$ cat config.mk
export PLATFORM = sky130hd
export DESIGN_NAME = uart_tx
export DESIGN_NICKNAME = d
export VERILOG_FILES = /design/src/rtl/uart_tx.sv
export SDC_FILE = /design/constraint.sdc
export NUM_CORES = 1
export LEC_CHECK = 0
export ABC_CLOCK_PERIOD_IN_PS = 1900
export CAP_MARGIN = 10
export CORE_MARGIN = 1
export CORE_UTILIZATION = 45
export DETAILED_ROUTE_END_ITERATION = 8
export GPL_TIMING_DRIVEN = 0
export HOLD_SLACK_MARGIN = 0.08
export PLACE_DENSITY = 0.72
export SYNTH_ARGS = -nofsm -noshare
export SYNTH_HDL_FRONTEND = slang
export SYNTH_SLANG_ARGS = --single-unit
export TNS_END_PERCENT = 50
$ cat constraint.sdc
create_clock -name CLK -period 1.9 [get_ports CLK]
set_input_delay 0.285 -clock CLK [delete_from_list [all_inputs] [get_ports CLK]]
set_output_delay 0.285 -clock CLK [all_outputs]
set_load 0.005 [all_outputs]
$ cat src/rtl/uart_tx.sv
// UART transmitter: start bit, 8 data bits LSB first, optional parity bit, one stop bit.
// Latency: TXD drops to the start bit on the same edge that accepts TX_START; TX_DONE pulses one cycle after the stop bit ends.
// Backpressure: TX_START is only sampled in IDLE (including the TX_DONE cycle); requests during a frame are ignored.
//
// Ports:
//   CLK        single clock, rising edge
//   RST        asynchronous active-low reset
//   TX_DATA    byte to send, LSB first, latched when the frame starts
//   TX_START   send request, honoured in IDLE only
//   PARITY     parity select (0 = even, 1 = odd), latched with TX_DATA
//   TXD        registered serial line, idle high
//   TX_BUSY    high while a frame is in progress
//   TX_DONE    one-cycle pulse in the first IDLE cycle after the stop bit
//   fsm_state  current FSM state for debug
//
// Build option: define UART_TX_PARITY_EN to add the parity bit (11-bit frame).
// Without it the frame is 10 bits and PARITY is ignored.

module uart_tx #(
  parameter int CLK_FREQ = 125_000_000,
  parameter int BAUD     = 9600
) (
  input  logic       CLK,
  input  logic       RST,
  input  logic [7:0] TX_DATA,
  input  logic       TX_START,
  input  logic       PARITY,
  output logic       TXD,
  output logic       TX_BUSY,
  output logic       TX_DONE,
  output logic [2:0] fsm_state
);

  // Cycles per bit, truncating division.
  localparam int BIT_CNT = CLK_FREQ / BAUD;
  localparam int CNT_W   = (BIT_CNT > 1) ? $clog2(BIT_CNT) : 1;
  localparam logic [CNT_W-1:0] CNT_LAST = CNT_W'(BIT_CNT - 1);

  typedef enum logic [2:0] {
    S_IDLE  = 3'b000,
    S_START = 3'b001,
    S_DATA  = 3'b010,
`ifdef UART_TX_PARITY_EN
    S_PAR   = 3'b011,
`endif
    S_STOP  = 3'b100
  } state_t;

  state_t           state_q, state_d;
  logic [CNT_W-1:0] baud_cnt_q;
  logic [2:0]       bit_idx_q, bit_idx_d;
  logic [7:0]       data_q;
  logic             txd_q, txd_d;
  logic             done_q;
  logic             bit_end;

`ifdef UART_TX_PARITY_EN
  logic             par_q;
  logic             par_bit;

  assign par_bit = (^data_q) ^ par_q;
`else
  logic             unused_parity;

  assign unused_parity = PARITY;
`endif

  assign bit_end = (baud_cnt_q == CNT_LAST);

  // State register plus the datapath registers that follow it.
  always_ff @(posedge CLK or negedge RST) begin
    if (!RST) begin
      state_q    <= S_IDLE;
      baud_cnt_q <= '0;
      bit_idx_q  <= '0;
      data_q     <= '0;
      txd_q      <= 1'b1;
      done_q     <= 1'b0;
`ifdef UART_TX_PARITY_EN
      par_q      <= 1'b0;
`endif
    end else begin
      state_q   <= state_d;
      bit_idx_q <= bit_idx_d;
      txd_q     <= txd_d;
      done_q    <= (state_q == S_STOP) && (state_d == S_IDLE);

      // Counter restarts on every state change and at every data bit boundary,
      // so it never runs past BIT_CNT-1.
      if ((state_d != state_q) || bit_end) begin
        baud_cnt_q <= '0;
      end else if (state_q != S_IDLE) begin
        baud_cnt_q <= baud_cnt_q + 1'b1;
      end

      if ((state_q == S_IDLE) && TX_START) begin
        data_q <= TX_DATA;
`ifdef UART_TX_PARITY_EN
        par_q  <= PARITY;
`endif
      end
    end
  end

  // Next-state logic, including the data bit index that goes with it.
  always_comb begin
    state_d   = state_q;
    bit_idx_d = bit_idx_q;
    case (state_q)
      S_IDLE: begin
        if (TX_START) begin
          state_d = S_START;
        end
      end
      S_START: begin
        if (bit_end) begin
          state_d = S_DATA;
        end
      end
      S_DATA: begin
        if (bit_end) begin
          bit_idx_d = bit_idx_q + 3'd1;
          if (bit_idx_q == 3'd7) begin
`ifdef UART_TX_PARITY_EN
            state_d = S_PAR;
`else
            state_d = S_STOP;
`endif
          end
        end
      end
`ifdef UART_TX_PARITY_EN
      S_PAR: begin
        if (bit_end) begin
          state_d = S_STOP;
        end
      end
`endif
      S_STOP: begin
        if (bit_end) begin
          state_d = S_IDLE;
        end
      end
      default: begin
        state_d = S_IDLE;
      end
    endcase
    if (state_d != S_DATA) begin
      bit_idx_d = 3'd0;
    end
  end

  // Line value for the upcoming state: TXD is registered, so the start bit
  // appears on the very edge that accepts TX_START.
  always_comb begin
    txd_d = 1'b1;
    case (state_d)
      S_IDLE:  txd_d = 1'b1;
      S_START: txd_d = 1'b0;
      S_DATA:  txd_d = data_q[bit_idx_d];
`ifdef UART_TX_PARITY_EN
      S_PAR:   txd_d = par_bit;
`endif
      S_STOP:  txd_d = 1'b1;
      default: txd_d = 1'b1;
    endcase
  end

  assign TXD       = txd_q;
  assign TX_BUSY   = (state_q != S_IDLE);
  assign TX_DONE   = done_q;
  assign fsm_state = state_q;

endmodule

; ---- Yosys cells after proc, flatten, opt, wreduce, memory -nomap -nowiden
; Index checks and enable logic that the tools add are counted.
[classes]
addsub = 2
magnitude_cmp = 1
eq_ne = 9
muxes = 14
n_reduce_logical = 7
[ops]
columns = operator, n
row1 = $mux 14, 2
row2 = $mux 3, 8
row3 = $add 14x1->14 const B, 1
row4 = $eq 14x14->1 const B, 1
row5 = $pmux 3 s4, 1
row6 = $eq 3x1->1 const B, 2
row7 = $eq 3x2->1 const B, 2
row8 = $eq 3x3->1 const B, 2
row9 = $logic_not 3->1, 2
row10 = $lt 3x4->1 const B, 1
row11 = $add 3x1->3 const B, 1
row12 = $bmux 1 s3, 1
row13 = $ne 3x2->1 const B, 1
row14 = $ne 3x3->1, 1
row15 = $reduce_bool 3->1, 1
row16 = $logic_and 1x1->1, 2
row17 = $pmux 1 s2, 1
row18 = $reduce_bool 2->1, 1
row19 = $logic_or 1x1->1, 1
row20 = $mux 1, 1
[word_totals]
ff_bits = 30
inputBits = 12
output_inout_bits = 6
wordCells = 39

; ---- Depth between registers and ports, before layout
; Gate-level depths: netlist of run 1.
[logic_depth]
ltp_word = 9
depth_mapped = 8
depth_no_buf = 7

; ---- Worst setup path after synthesis of run 1
; Ideal clock, no wire load.
[synth_path]
path_type = reg2reg
start = reg baud_cnt_q[5]
end = reg txd_q (netlist: TXD)
setup_ns = 0.096
t_arrival_ns = 1.890
path_slack_ns = -0.086
stages_incl_launch_ff = 7
n_path_buf = 0
period_less_slack_ns = 1.986
path_cell_list = dfrtp_1 or3b_4 nor4_4 nand3_2 or3_2 a21oi_1 a311oi_1
[synth_via]
elab_chain_len = 8
elab_cells_between_ends = 14
[synth_rtl]
columns = element, line_no
row1 = start: declaration, 50  ; logic [CNT_W-1:0] baud_cnt_q;
row2 = start signal: assignment, 93  ; baud_cnt_q <= baud_cnt_q + 1'b1;
row3 = $eq 14x14->1 (*), 68  ; assign bit_end = (baud_cnt_q == CNT_LAST);
row4 = "$mux 3, on equally long branches", "140, 116, 121"
row5 = $pmux 3 s4, 109  ; case (state_q)
row6 = $ne 3x2->1, 148  ; if (state_d != S_DATA) begin
row7 = $mux 3, 148
row8 = $bmux 1 s3, 160  ; S_DATA: txd_d = data_q[bit_idx_d];
row9 = $mux 1 (not written as such), 160
row10 = $pmux 1 s2 (*), 157  ; case (state_d)
row11 = via txd_d, 53  ; logic txd_q, txd_d;
row12 = end signal: assignment, 85  ; txd_q <= txd_d;
row13 = end: declaration, 53
; The timed path passes the listed nets; every way through them passes the cells marked *. The select of a mux whose other input is x is not followed.
; A chain may end at the register's enable or synchronous reset.

; ---- Worst setup path in the final report of run 1
[layout_path]
start = reg baud_cnt_q[1]
end = reg txd_q (netlist: TXD)
; The elaborated chain is that of the path after synthesis.

==> results of run 1 <==
worst max path at each step:
stage                      to  cells after the start
after floorplan           TXD                      7
after global placement    TXD                      7
after detailed placement  TXD                      7
after CTS                 TXD                      7
after global routing      TXD                      7
final                     TXD                      7
final cells by class:
class                           count  area [um2]  share of cell area [%]
Clock buffer                        7        55.1                    2.68
Sequential cell                    30         756                    36.8
Multi-Input combinational cell    105         823                    40.1
Timing Repair Buffer               30         285                    13.9
Tap cell                           46        57.6                    2.80
Buffer                              5        52.6                    2.56
Inverter                            5        18.8                   0.914
Clock inverter                      1        5.00                   0.244
metrics by stage:
| step | utilization (%) | power [W] | hold slack [ps] |
|---|---|---|---|
| after global placement | 53.5 | 0.00126 | 495 |
| after CTS | 58.9 | 0.00171 | 366 |
| after detailed placement | 54.3 | 0.00129 | 503 |
| after global routing | 61.5 | 0.00185 | 386 |
| after floorplan | - | 0.00116 | -10.6 |
| final | 61.5 | 0.00173 | 356 |
logic make-up after synthesis:
group	Yosys count
AOI/OAI and AO/OA	17
adders and majority gates	3
muxes	14
buffers and inverters	11
DFF	30
xor gates and xnor gates	10
and+or+nand+nor	61
synth_stat cells (all sizes together):
cell / number
dfstp: 1
and2: 1
buf: 4
mux2i: 3
a31oi: 1
and3: 4
nor4: 2
a32oi: 1
dfrtp: 29
clkbuf: 2
nand3: 2
nor3: 3
xnor2: 2
ha: 3
a21o: 1
xor2: 8
or3: 7
mux2: 9
mux4: 2
or3b: 1
nand4b: 1
a21oi: 7
a311oi: 1
inv: 5
nand4bb: 1
and3b: 1
nand2: 13
o21ai: 6
nor3b: 3
nor2: 19
nand4: 3
metal layers:
| metal | share of wire [%] | track usage, % | vias up |
|---|---|---|---|
| met5 | 0 | 0 | - |
| met4 | 2.1 | 9.42 | 0 |
| met3 | 5.2 | 7.98 | 6 |
| li1 | - | - | 586 |
| met1 | 38 | 22.4 | 597 |
| met2 | 54 | 34.6 | 33 |
registers in the layout (all words and copies together), names as in the netlist:
signal / flops
baud_cnt_q: 14
TXD: 1
data_q: 8
TX_DONE: 1
fsm_state: 3
bit_idx_q: 3
repair_timing:
item,4_1_cts,5_1_grt
setup endpoints to repair,16,18
setup buffers,9,3
hold buffers,0,0
resized for setup,5,15
gates cloned,1,0
pin swaps,7,7
where the power goes:
part / switching (W) / internal [W] / total [W] / leakage, nW
sequential: 0.000121 / 0.000785 / 0.000906 / 0.377
clock: 0.000222 / 0.000179 / 0.000401 / 0.0353
combinational: 0.000176 / 0.000251 / 0.000426 / 0.448
total: 0.000518 / 0.00122 / 0.00173 / 0.860
==> summary.md, run 1 <==
| Metric | Value |
|---|---|
| Count of pins over their slew limit | `0` |
| Number of top-level pins | `18` |
| Cell area after technology mapping | `1570 um2` |
| Worst-skew pair later-pin latency | `340 ps` |
| Path category of the worst min-delay check | `input port to async pin` |
| Maximum fanout encountered on the critical timing path | `4` |
| Synth Area in Compound Gates | `6.62%` |
| Post-layout net count | `197` |
| Dominant delay contributor by cell family on the critical path | `simple AND/OR/NAND/NOR gates` |
| Violated checks | `negative setup slack` |
| Clock input transition at the sequential cells of the worst setup and hold paths | `100 ps` |
| Slowest stage cell on the critical path | `nor4_4` |
| Fmax | `470 MHz` |
| RSZ-0062 raised after global routing | `true` |
| Final cell area excluding filler cells | `2050 um2` |
| Total power divided by cell area | `844 nW/um2` |
| Via density per instance | `5.34` |
| Number of antenna violations at the first check in global routing | `0` |
| Vert. Die Dim | `61.0 um` |
| Fraction of layout cells with a size suffix above 1 | `31.1%` |
| Inserted Diodes | `0` |
| Hold violation total from the final report | `0` |
| Delay of the slowest cell on the worst path | `400 ps` |
| Max-cap violations | `0` |
| Worst setup slack after placement | `-333 ps` |
| DRC violation count after routing | `0` |
| Weighted congestion reported at the end of routability-driven placement | `0.813` |
| Maximum number of pins on one net before global-route repair | `19` |
| Portion of synthesized cell area occupied by the leading cell type | `46.3%` |
| Worst EP required | `2130 ps` |
| Launching element type of the critical path | `register` |
| Worst path setup slack after routing | `-229 ps` |
| Buffer type at the clock tree root | `clkbuf_4` |
| Sequential share of the synthesized area | `48.0%` |
| Number of filler cells placed in the layout | `288` |
| Die extent in x | `61.0 um` |
| Leftover overflow at the end of global routing | `0` |
| Status | `complete, but fails checks` |
| Most used cells in the layout excluding fill and tap cells | `26 x dfrtp_1, 19 x nor2_1, 15 x clkdlybuf4s50_1` |
| Initial Utilization | `47.0%` |
| Clk_skew | `14.8 ps` |
| Number of CTS-inserted buffers | `5` |
| Area added between synthesis and finish | `31.0%` |
| Die area | `3720 um2` |
| Fraction of the mapped netlist area in simple logic gates | `22.0%` |
| Non-filler cells in the finished layout | `229` |
| Post-synthesis adder-cell area fraction | `2.39%` |
| Input/output buffers | `16` |
| Maximum level of the CTS H-tree | `2` |
| Bufs on Longest Clock Path | `2` |
| Worst-case headroom to the max-slew limit | `53.8%` |
| Wire length of the first global-routing pass | `5260 um` |
| Tightest Pin Transition | `692 ps` |
| Portion of netlist area occupied by mux cells | `11.3%` |
| Total number of clock tree sinks | `30` |
| Worst-case register-to-register setup slack | `-230 ps` |
| Startpoint of the worst register-to-register path | `baud_cnt_q[1]` |
| Gate Count Post-Synth | `146` |
| Post-synth top area cell | `dfrtp_1` |
| Iter 0 DRT Violations | `49` |
| IR Drop Worst-Case VDD | `576 uV` |
| Routed via count | `1222` |
| Beginning of the critical path | `baud_cnt_q[1]` |
| Leakage Power | `0.860 nW` |
| Fraction of the cycle the final worst path needs | `112%` |
| Minimum clock period after layout | `2130 ps` |
| Number of nets in the synthesized netlist | `161` |
| GRT Total Usage | `20.3%` |
| Number of global-route vias before repair | `1174` |
| TritonCTS clock tree | `built` |
| Most frequent standard cell in the layout excluding fill and tap cells | `dfrtp_1` |
| Critical path buffers and inverters | `0` |
| Library cells used by synthesis | `38` |
| DPL Wire Length | `2070 um` |
| Antenna-violating nets left | `0` |
| Row count | `21` |
| Warning count from the yosys run | `0` |
| Arrival @ worst endpoint | `2360 ps` |
| Mapped Avg Cell Area | `10.7 um2` |
| Core region area | `3340 um2` |
| Post-route setup TNS | `-598 ps` |
| Largest cells by area after synthesis | `dfrtp_1 46%, mux2_2 6.5%, nor2_1 4.5%, xor2_1 4.5%, nand2_1 3.1%` |
| Detailed-route wire length per cell | `14.1 um` |
| Worst Reg-to-Reg Cells | `7` |
| Startpoint-to-endpoint class of the critical path | `register to register` |
| Worst r2r dst | `TXD` |
| Number of failing setup endpoints in the final timing report | `5` |
| Cell Chain, Critical Path | `ha_2, nand4b_1, nor4_4, nand2_1, a32oi_4, nor4_4, a311oi_1` |
| Worst Setup End Kind | `register` |
| Flip-flop and latch count after synthesis | `30` |
| Placed instance count | `209` |
| Xor-xnor portion of the synthesized cell area | `5.59%` |
| Largest family of logic cells by synthesized area | `simple AND/OR/NAND/NOR gates` |
| Post-DP Area | `1810 um2` |
| DR pass1 iterations | `4` |
| Most Frequent Cell on Critical Path | `nor4_4` |
| Final WL | `3230 um` |
Note: power is estimated with default switching activity, not from simulation.
==> run 2: changes to the inputs <==
--- a/config.mk
+++ b/config.mk
@@ -12,6 +12,7 @@
 export DETAILED_ROUTE_END_ITERATION = 8
 export GPL_TIMING_DRIVEN = 0
 export HOLD_SLACK_MARGIN = 0.08
+export MAX_ROUTING_LAYER = met4
 export PLACE_DENSITY = 0.72
 export SYNTH_ARGS = -nofsm -noshare
 export SYNTH_HDL_FRONTEND = slang
==> run 2 against run 1 <==
Compared with the run above:
- the run still ends with negative setup slack left
- sequential power about the same
- via count rose by 0.74%
- cell count unchanged
- utilization unchanged
- global-route usage is 0.66 points higher
- routed wire length decreased by 0.50%
- design area stayed put
- critical path type unchanged
- largest power group unchanged
==> summary.md, run 2 (synthesized netlist as in run 1, its figures left out) <==
| Metric | Value |
|---|---|
| Antenna-violating nets left | `0` |
| Proportion of power drawn by the clock network | `23.2%` |
| Worst path setup slack after routing | `-226 ps` |
| Final WL | `3220 um` |
| Switching power of the nets | `0.000518 W` |
| RSZ-0062 raised after global routing | `true` |
| Total power divided by cell area | `844 nW/um2` |
| Worst-case headroom to the max-slew limit | `53.7%` |
| Tightest Pin Transition | `692 ps` |
| Startpoint-to-endpoint class of the critical path | `register to register` |
| Max-cap violations | `0` |
| Iter 0 DRT Violations | `45` |
| Wire length of the first global-routing pass | `5260 um` |
| Leftover overflow at the end of global routing | `0` |
| Final cell area excluding filler cells | `2050 um2` |
| Number of top-level pins | `18` |
| Worst-skew pair later-pin latency | `330 ps` |
| Die extent in x | `61.0 um` |
| Arrival @ worst endpoint | `2360 ps` |
| Worst-case register-to-register setup slack | `-230 ps` |
| Initial Utilization | `47.0%` |
| Quantity of hold-fixing buffers added after cts | `0` |
| Violated checks | `negative setup slack` |
| Number of failing setup endpoints in the final timing report | `5` |
| Clk_skew | `14.6 ps` |
| DPL Wire Length | `2070 um` |
| Clock input transition at the sequential cells of the worst setup and hold paths | `100 ps` |
| GRT Total Usage | `21.0%` |
| Area added between synthesis and finish | `31.0%` |
| Bufs on Longest Clock Path | `2` |
| Fraction of power consumed by sequential logic | `52.3%` |
| Number of global-route vias before repair | `1174` |
| Number of antenna violations at the first check in global routing | `0` |
| Fraction of the cycle the final worst path needs | `112%` |
| Via density per instance | `5.38` |
| Input/output buffers | `16` |
| DR pass1 iterations | `4` |
| Net switching fraction of the power | `29.9%` |
| Most used cells in the layout excluding fill and tap cells | `26 x dfrtp_1, 19 x nor2_1, 15 x clkdlybuf4s50_1` |
| Most frequent standard cell in the layout excluding fill and tap cells | `dfrtp_1` |
| Post-DP Area | `1810 um2` |
| Maximum level of the CTS H-tree | `2` |
| IR Drop Worst-Case VDD | `576 uV` |
| Launching element type of the critical path | `register` |
| Beginning of the critical path | `baud_cnt_q[1]` |
| Internal cell power | `0.00122 W` |
| Leading registers by flop count | `baud_cnt_q: 14 flops, data_q: 8 flops` |
| Post-layout net count | `197` |
| Number of filler cells placed in the layout | `288` |
| Startpoint of the worst register-to-register path | `baud_cnt_q[1]` |
| Minimum hold slack | `357 ps` |
| Detailed-route wire length per cell | `14.0 um` |
| Count of pins over their slew limit | `0` |
| Leakage Power | `0.860 nW` |
| Core region area | `3340 um2` |
| Maximum fanout encountered on the critical timing path | `5` |
| TritonCTS clock tree | `built` |
| Combinational Power Share | `24.6%` |
| Fmax | `470 MHz` |
| Register ranked first by flip-flop count | `baud_cnt_q` |
| Worst EP required | `2130 ps` |
| Buffer type at the clock tree root | `clkbuf_4` |
| Hold violation total from the final report | `0` |
| PnR Total Power | `0.00173 W` |
| Routed via count | `1231` |
| Worst r2r dst | `TXD` |
| Row count | `21` |
| Status | `complete, but fails checks` |
| Path category of the worst min-delay check | `input port to async pin` |
| Worst Reg-to-Reg Cells | `8` |
| Number of CTS-inserted buffers | `5` |
| Minimum clock period after layout | `2130 ps` |
| Critical Path Sink | `TXD` |
| Inserted Diodes | `0` |
| Flip-flop count of the largest register after layout | `14` |
| Maximum number of pins on one net before global-route repair | `19` |
| Fraction of layout cells with a size suffix above 1 | `31.1%` |
| Vert. Die Dim | `61.0 um` |
| Weighted congestion reported at the end of routability-driven placement | `0.825` |
| DRC violation count after routing | `0` |
| Worst Setup End Kind | `register` |
| Total number of clock tree sinks | `30` |
| Die area | `3720 um2` |
| Worst setup slack after placement | `-333 ps` |
==> run 2: critical path, stage by stage, from the launching register on <==
cell	delay, ps
dfrtp_1	390
ha_2	200
nand4b_1	160
nor4_4	400
nand3_2	150
buf_6	170
mux2i_4	200
nor4_4	60
a311oi_1	280
==> run 2: repair_timing <==
action,CTS,global route
endpoints found under the setup margin,16,18
gates resized for setup,5,15
pin swaps,7,7
setup buffers,9,3
gates cloned,1,0
==> run 2: metal layers <==
metal / global-route usage [%] / up-vias / part of all wire [%] / routed length [um]
met3: 7.98 / 6 / 5.1 / 163
met5: - / - / 0 / 0
li1: - / 587 / - / -
met4: 9.42 / 0 / 2.1 / 66
met1: 22.4 / 605 / 39 / 1240
met2: 34.6 / 33 / 54 / 1750
==> run 2: worst min path at each step <==
stage / slack, ps / startpoint / endpoint
after CTS: 370 / RST / baud_cnt_q[4]
after floorplan: -10 / RST / TX_DONE
after global routing: 390 / RST / baud_cnt_q[3]
after detailed placement: 500 / data_q[4] / data_q[4]
after global placement: 490 / data_q[4] / data_q[4]
final: 360 / RST / baud_cnt_q[4]
==> run 2: area by class of cell <==
cell class	count	area (um2)	share of cell area, %
clock inverter	1	5.00	0.244
buffer	5	52.6	2.56
inverter	5	18.8	0.914
multi-input combinational	105	823	40.1
clock buffer	7	55.1	2.68
sequential	30	756	36.8
timing repair buffer	30	285	13.9
tap	46	57.6	2.80
==> run 2: stage by stage <==
stage | TNS (ps) | util [%] | instances
2_1_floorplan | -14.7 | - | 146
3_3_place_gp | -2160 | 53.5 | 208
3_5_place_dp | -2200 | 54.3 | 209
4_1_cts | -322 | 58.9 | 226
5_1_grt | -1270 | 61.5 | 229
6_report | -578 | 61.5 | 229
==> run 2: power by group through the flow <==
stage	combinational (W)	clock, W	sequential, W
floorplan	0.000280	0	0.000885
global placement	0.000346	0	0.000912
detailed placement	0.000369	0	0.000923
CTS	0.000396	0.000412	0.000906
global route	0.000481	0.000437	0.000931
finish	0.000426	0.000401	0.000906
==> run 3: changes to the inputs <==
--- a/config.mk
+++ b/config.mk
@@ -5,6 +5,7 @@
 export SDC_FILE = /design/constraint.sdc
 export NUM_CORES = 1
 export LEC_CHECK = 0
+export ABC_AREA = 1
 export ABC_CLOCK_PERIOD_IN_PS = 1900
 export CAP_MARGIN = 10
 export CORE_MARGIN = 1
@@ -13,7 +14,7 @@
 export GPL_TIMING_DRIVEN = 0
 export HOLD_SLACK_MARGIN = 0.08
 export MAX_ROUTING_LAYER = met4
-export PLACE_DENSITY = 0.72
+export PLACE_DENSITY = 0.71
 export SYNTH_ARGS = -nofsm -noshare
 export SYNTH_HDL_FRONTEND = slang
 export SYNTH_SLANG_ARGS = --single-unit
==> run 3 against run 2 <==
Compared with the run above:
- the flow now finishes without violations
- register-to-register slack improved by 260 ps
- total power down 30%
- via count up 18%
- routed wire length grew 0.40%
- maximum frequency increased by 13%
- combinational power decreased by 91%
- utilization fell by 3.0 points
- clock-buffer cell count decreased by 1
- first-iteration DRC count grew 71%
- flip-flop and latch count did not move
- largest cell class unchanged
==> summary.md, run 3 <==
| Metric | Value |
|---|---|
| Status | `finished, final reports clean` |
| Combinational Power Share | `3.2%` |
| Most used cells in the layout excluding fill and tap cells | `42 x nand2_1, 29 x dfrtp_1, 28 x inv_1` |
| Proportion of power drawn by the clock network | `44.0%` |
| Synth cell count leaders | `44 x nand2_1, 30 x nor2_1, 29 x dfrtp_1, 28 x inv_1, 19 x nand3_1` |
| Portion of synthesized cell area occupied by the leading cell type | `42.6%` |
| Maximum number of pins on one net before global-route repair | `18` |
| Fraction of the cycle the final worst path needs | `99.2%` |
| Detailed-route wire length per cell | `10.9 um` |
| Clk_skew | `2.78 ps` |
| Arrival @ worst endpoint | `1600 ps` |
| Mapped Avg Cell Area | `7.86 um2` |
| Antenna-violating nets left | `0` |
| Worst r2r dst | `baud_cnt_q[11]` |
| Final WL | `3230 um` |
| Buffer type at the clock tree root | `clkbuf_8` |
| IR Drop Worst-Case VDD | `474 uV` |
| Startpoint of the worst register-to-register path | `baud_cnt_q[0]` |
| Number of nets in the synthesized netlist | `232` |
| Max-cap violations | `0` |
| Iter 0 DRT Violations | `77` |
| Utilization after layout | `58.5%` |
| Async set-reset flop share out of synthesis | `100%` |
| Minimum hold slack | `441 ps` |
| Number of filler cells placed in the layout | `331` |
| Leakage Power | `1.04 nW` |
| Total power divided by cell area | `565 nW/um2` |
| Delay of the slowest cell on the worst path | `460 ps` |
| Die area | `4040 um2` |
| DR pass1 iterations | `4` |
| Number of CTS-inserted buffers | `5` |
| Flip-flop and latch count after synthesis | `30` |
| Bufs on Longest Clock Path | `2` |
| Row count | `22` |
| Switching power of the nets | `0.000257 W` |
| Slowest stage cell on the critical path | `clkdlybuf4s50_1` |
| Number of global-route vias before repair | `1279` |
| Core region area | `3660 um2` |
| Via density per instance | `4.88` |
| Worst EP required | `1620 ps` |
| Quantity of hold-fixing buffers added after cts | `0` |
| Number of antenna violations at the first check in global routing | `0` |
| Dominant synthesized flop cell | `dfrtp_1` |
| Minimum clock period after layout | `1890 ps` |
| Leading registers by flop count | `baud_cnt_q: 14 flops, data_q: 8 flops` |
| Post-DP Area | `1950 um2` |
| Die extent in x | `63.6 um` |
| RSZ-0062 raised after global routing | `true` |
| Fraction of layout cells with a size suffix above 1 | `20.9%` |
| Vert. Die Dim | `63.6 um` |
| Maximum level of the CTS H-tree | `2` |
| Largest cells by area after synthesis | `dfrtp_1 43%, nand2_1 9.7%, nor2_1 6.6%, inv_1 6.2%, nand3_1 5.6%` |
| Warning count from the yosys run | `0` |
| Inserted Diodes | `0` |
| Clock input transition at the sequential cells of the worst setup and hold paths | `60 ps` |
| TritonCTS clock tree | `built` |
| Initial Utilization | `46.6%` |
| Beginning of the critical path | `fsm_state[1]` |
| Number of top-level pins | `18` |
| Register ranked first by flip-flop count | `baud_cnt_q` |
| Combined area of the multi-input logic cells | `861 um2` |
| DRC violation count after routing | `0` |
| Count of pins over their slew limit | `0` |
| Gate Count Post-Synth | `217` |
| Tightest Pin Transition | `741 ps` |
| Cell area after technology mapping | `1710 um2` |
| Maximum fanout encountered on the critical timing path | `7` |
| Internal cell power | `0.000953 W` |
| Total number of clock tree sinks | `30` |
| Weighted congestion reported at the end of routability-driven placement | `0.854` |
| Sequential share of the synthesized area | `44.1%` |
| Hold violation total from the final report | `0` |
| Worst Reg-to-Reg Cells | `12` |
| Flip-flop count of the largest register after layout | `14` |
| Worst-case headroom to the max-slew limit | `50.4%` |
| PnR Total Power | `0.00121 W` |
| Launching element type of the critical path | `register` |
| Worst-skew pair later-pin latency | `280 ps` |
| Net switching fraction of the power | `21.3%` |
| Final cell area excluding filler cells | `2140 um2` |
| Post-route setup TNS | `0 ps` |
| Cell Chain, Critical Path | `nor3_4, inv_2, clkdlybuf4s50_1` |
| Worst Setup End Kind | `output pin` |
| Post-synth top area cell | `dfrtp_1` |
| Leftover overflow at the end of global routing | `0` |
| FF+latch area | `752 um2` |
| Post-layout net count | `263` |
| Fraction of power consumed by sequential logic | `52.8%` |
| Most numerous cell in the Yosys netlist | `nand2_1` |
| Critical Path Sink | `TX_BUSY` |
| DPL Wire Length | `2370 um` |
| GRT Total Usage | `19.7%` |
| Worst-case register-to-register setup slack | `30 ps` |
| Library cells used by synthesis | `29` |
| Wire length of the first global-routing pass | `5970 um` |
| Path category of the worst min-delay check | `input port to async pin` |
| Startpoint-to-endpoint class of the critical path | `register to output pin` |
| Most frequent standard cell in the layout excluding fill and tap cells | `nand2_1` |
| Number of failing setup endpoints in the final timing report | `0` |
| Fmax | `530 MHz` |
| Area added between synthesis and finish | `25.6%` |
| Post-synth EDFFs | `0` |
| Input/output buffers | `16` |
| Routed via count | `1450` |
[run 3: layout make-up]
class,count,area share (%)
Buffer,1,0.175
Clock buffer,6,3.86
Clock inverter,2,0.584
Inverter,34,6.07
Multi-Input combinational cell,152,40.2
Sequential cell,30,35.1
Tap cell,48,2.80
Timing Repair Buffer,24,11.2
[run 3: metrics by stage]
| stage | cells | setup WS [ps] |
|---|---|---|
| after floorplan | 217 | 313 |
| after global placement | 281 | 1.93 |
| after detailed placement | 282 | 43.0 |
| after CTS | 291 | 15.5 |
| after global routing | 297 | -118 |
| final | 297 | 14.7 |
[run 3: per-layer routing]
| layer | part of all wire, % | wire, um | vias up | global-route usage (%) |
|---|---|---|---|---|
| li1 | - | - | 756 | - |
| met1 | 49 | 1590 | 665 | 26.8 |
| met2 | 46 | 1480 | 21 | 27.5 |
| met3 | 2.7 | 87 | 8 | 4.89 |
| met4 | 2.2 | 70 | 0 | 8.52 |
| met5 | 0 | 0 | - | - |
[run 3: cell families after synthesis]
family,Yosys count,share of synthesized area (%)
AO/OA/AOI/OAI,19,6.24
XOR/XNOR,6,3.08
adder cells (fa/ha/maj),3,2.20
buffers and inverters,35,7.70
flip-flops,30,44.1
multiplexers,2,1.32
AND/OR/NAND/NOR,122,35.4
[run 3: worst min path at each step]
stage                     startpoint             end  depth (start not counted)
after floorplan                  RST         TX_DONE                          0
after global routing             RST  baud_cnt_q[13]                          1
after CTS                        RST  baud_cnt_q[13]                          1
after global placement     data_q[2]       data_q[2]                          1
final                            RST         TX_DONE                          1
after detailed placement   data_q[2]       data_q[2]                          1
[run 3: power by group through the flow]
stage	Clock, W	Sequential (W)	Combinational [W]
after floorplan	0	0.000651	0.000000114
after global placement	0	0.000651	0.0000330
after detailed placement	0	0.000651	0.0000400
after CTS	0.000550	0.000639	0.0000401
after global routing	0.000580	0.000638	0.0000438
final	0.000532	0.000639	0.0000387
[run 3: worst max-delay path: cells and delay by family, from the launching register on]
family	cells	cell delay, ps
buffers and inverters	2	580
DFF	1	450
and+or+nand+nor	1	290
[run 3: repair_timing]
item | CTS | global route
setup endpoints to repair | 1 | 16
pin swaps | 1 | 4
gates resized for setup | 0 | 11
setup buffers | 1 | 6
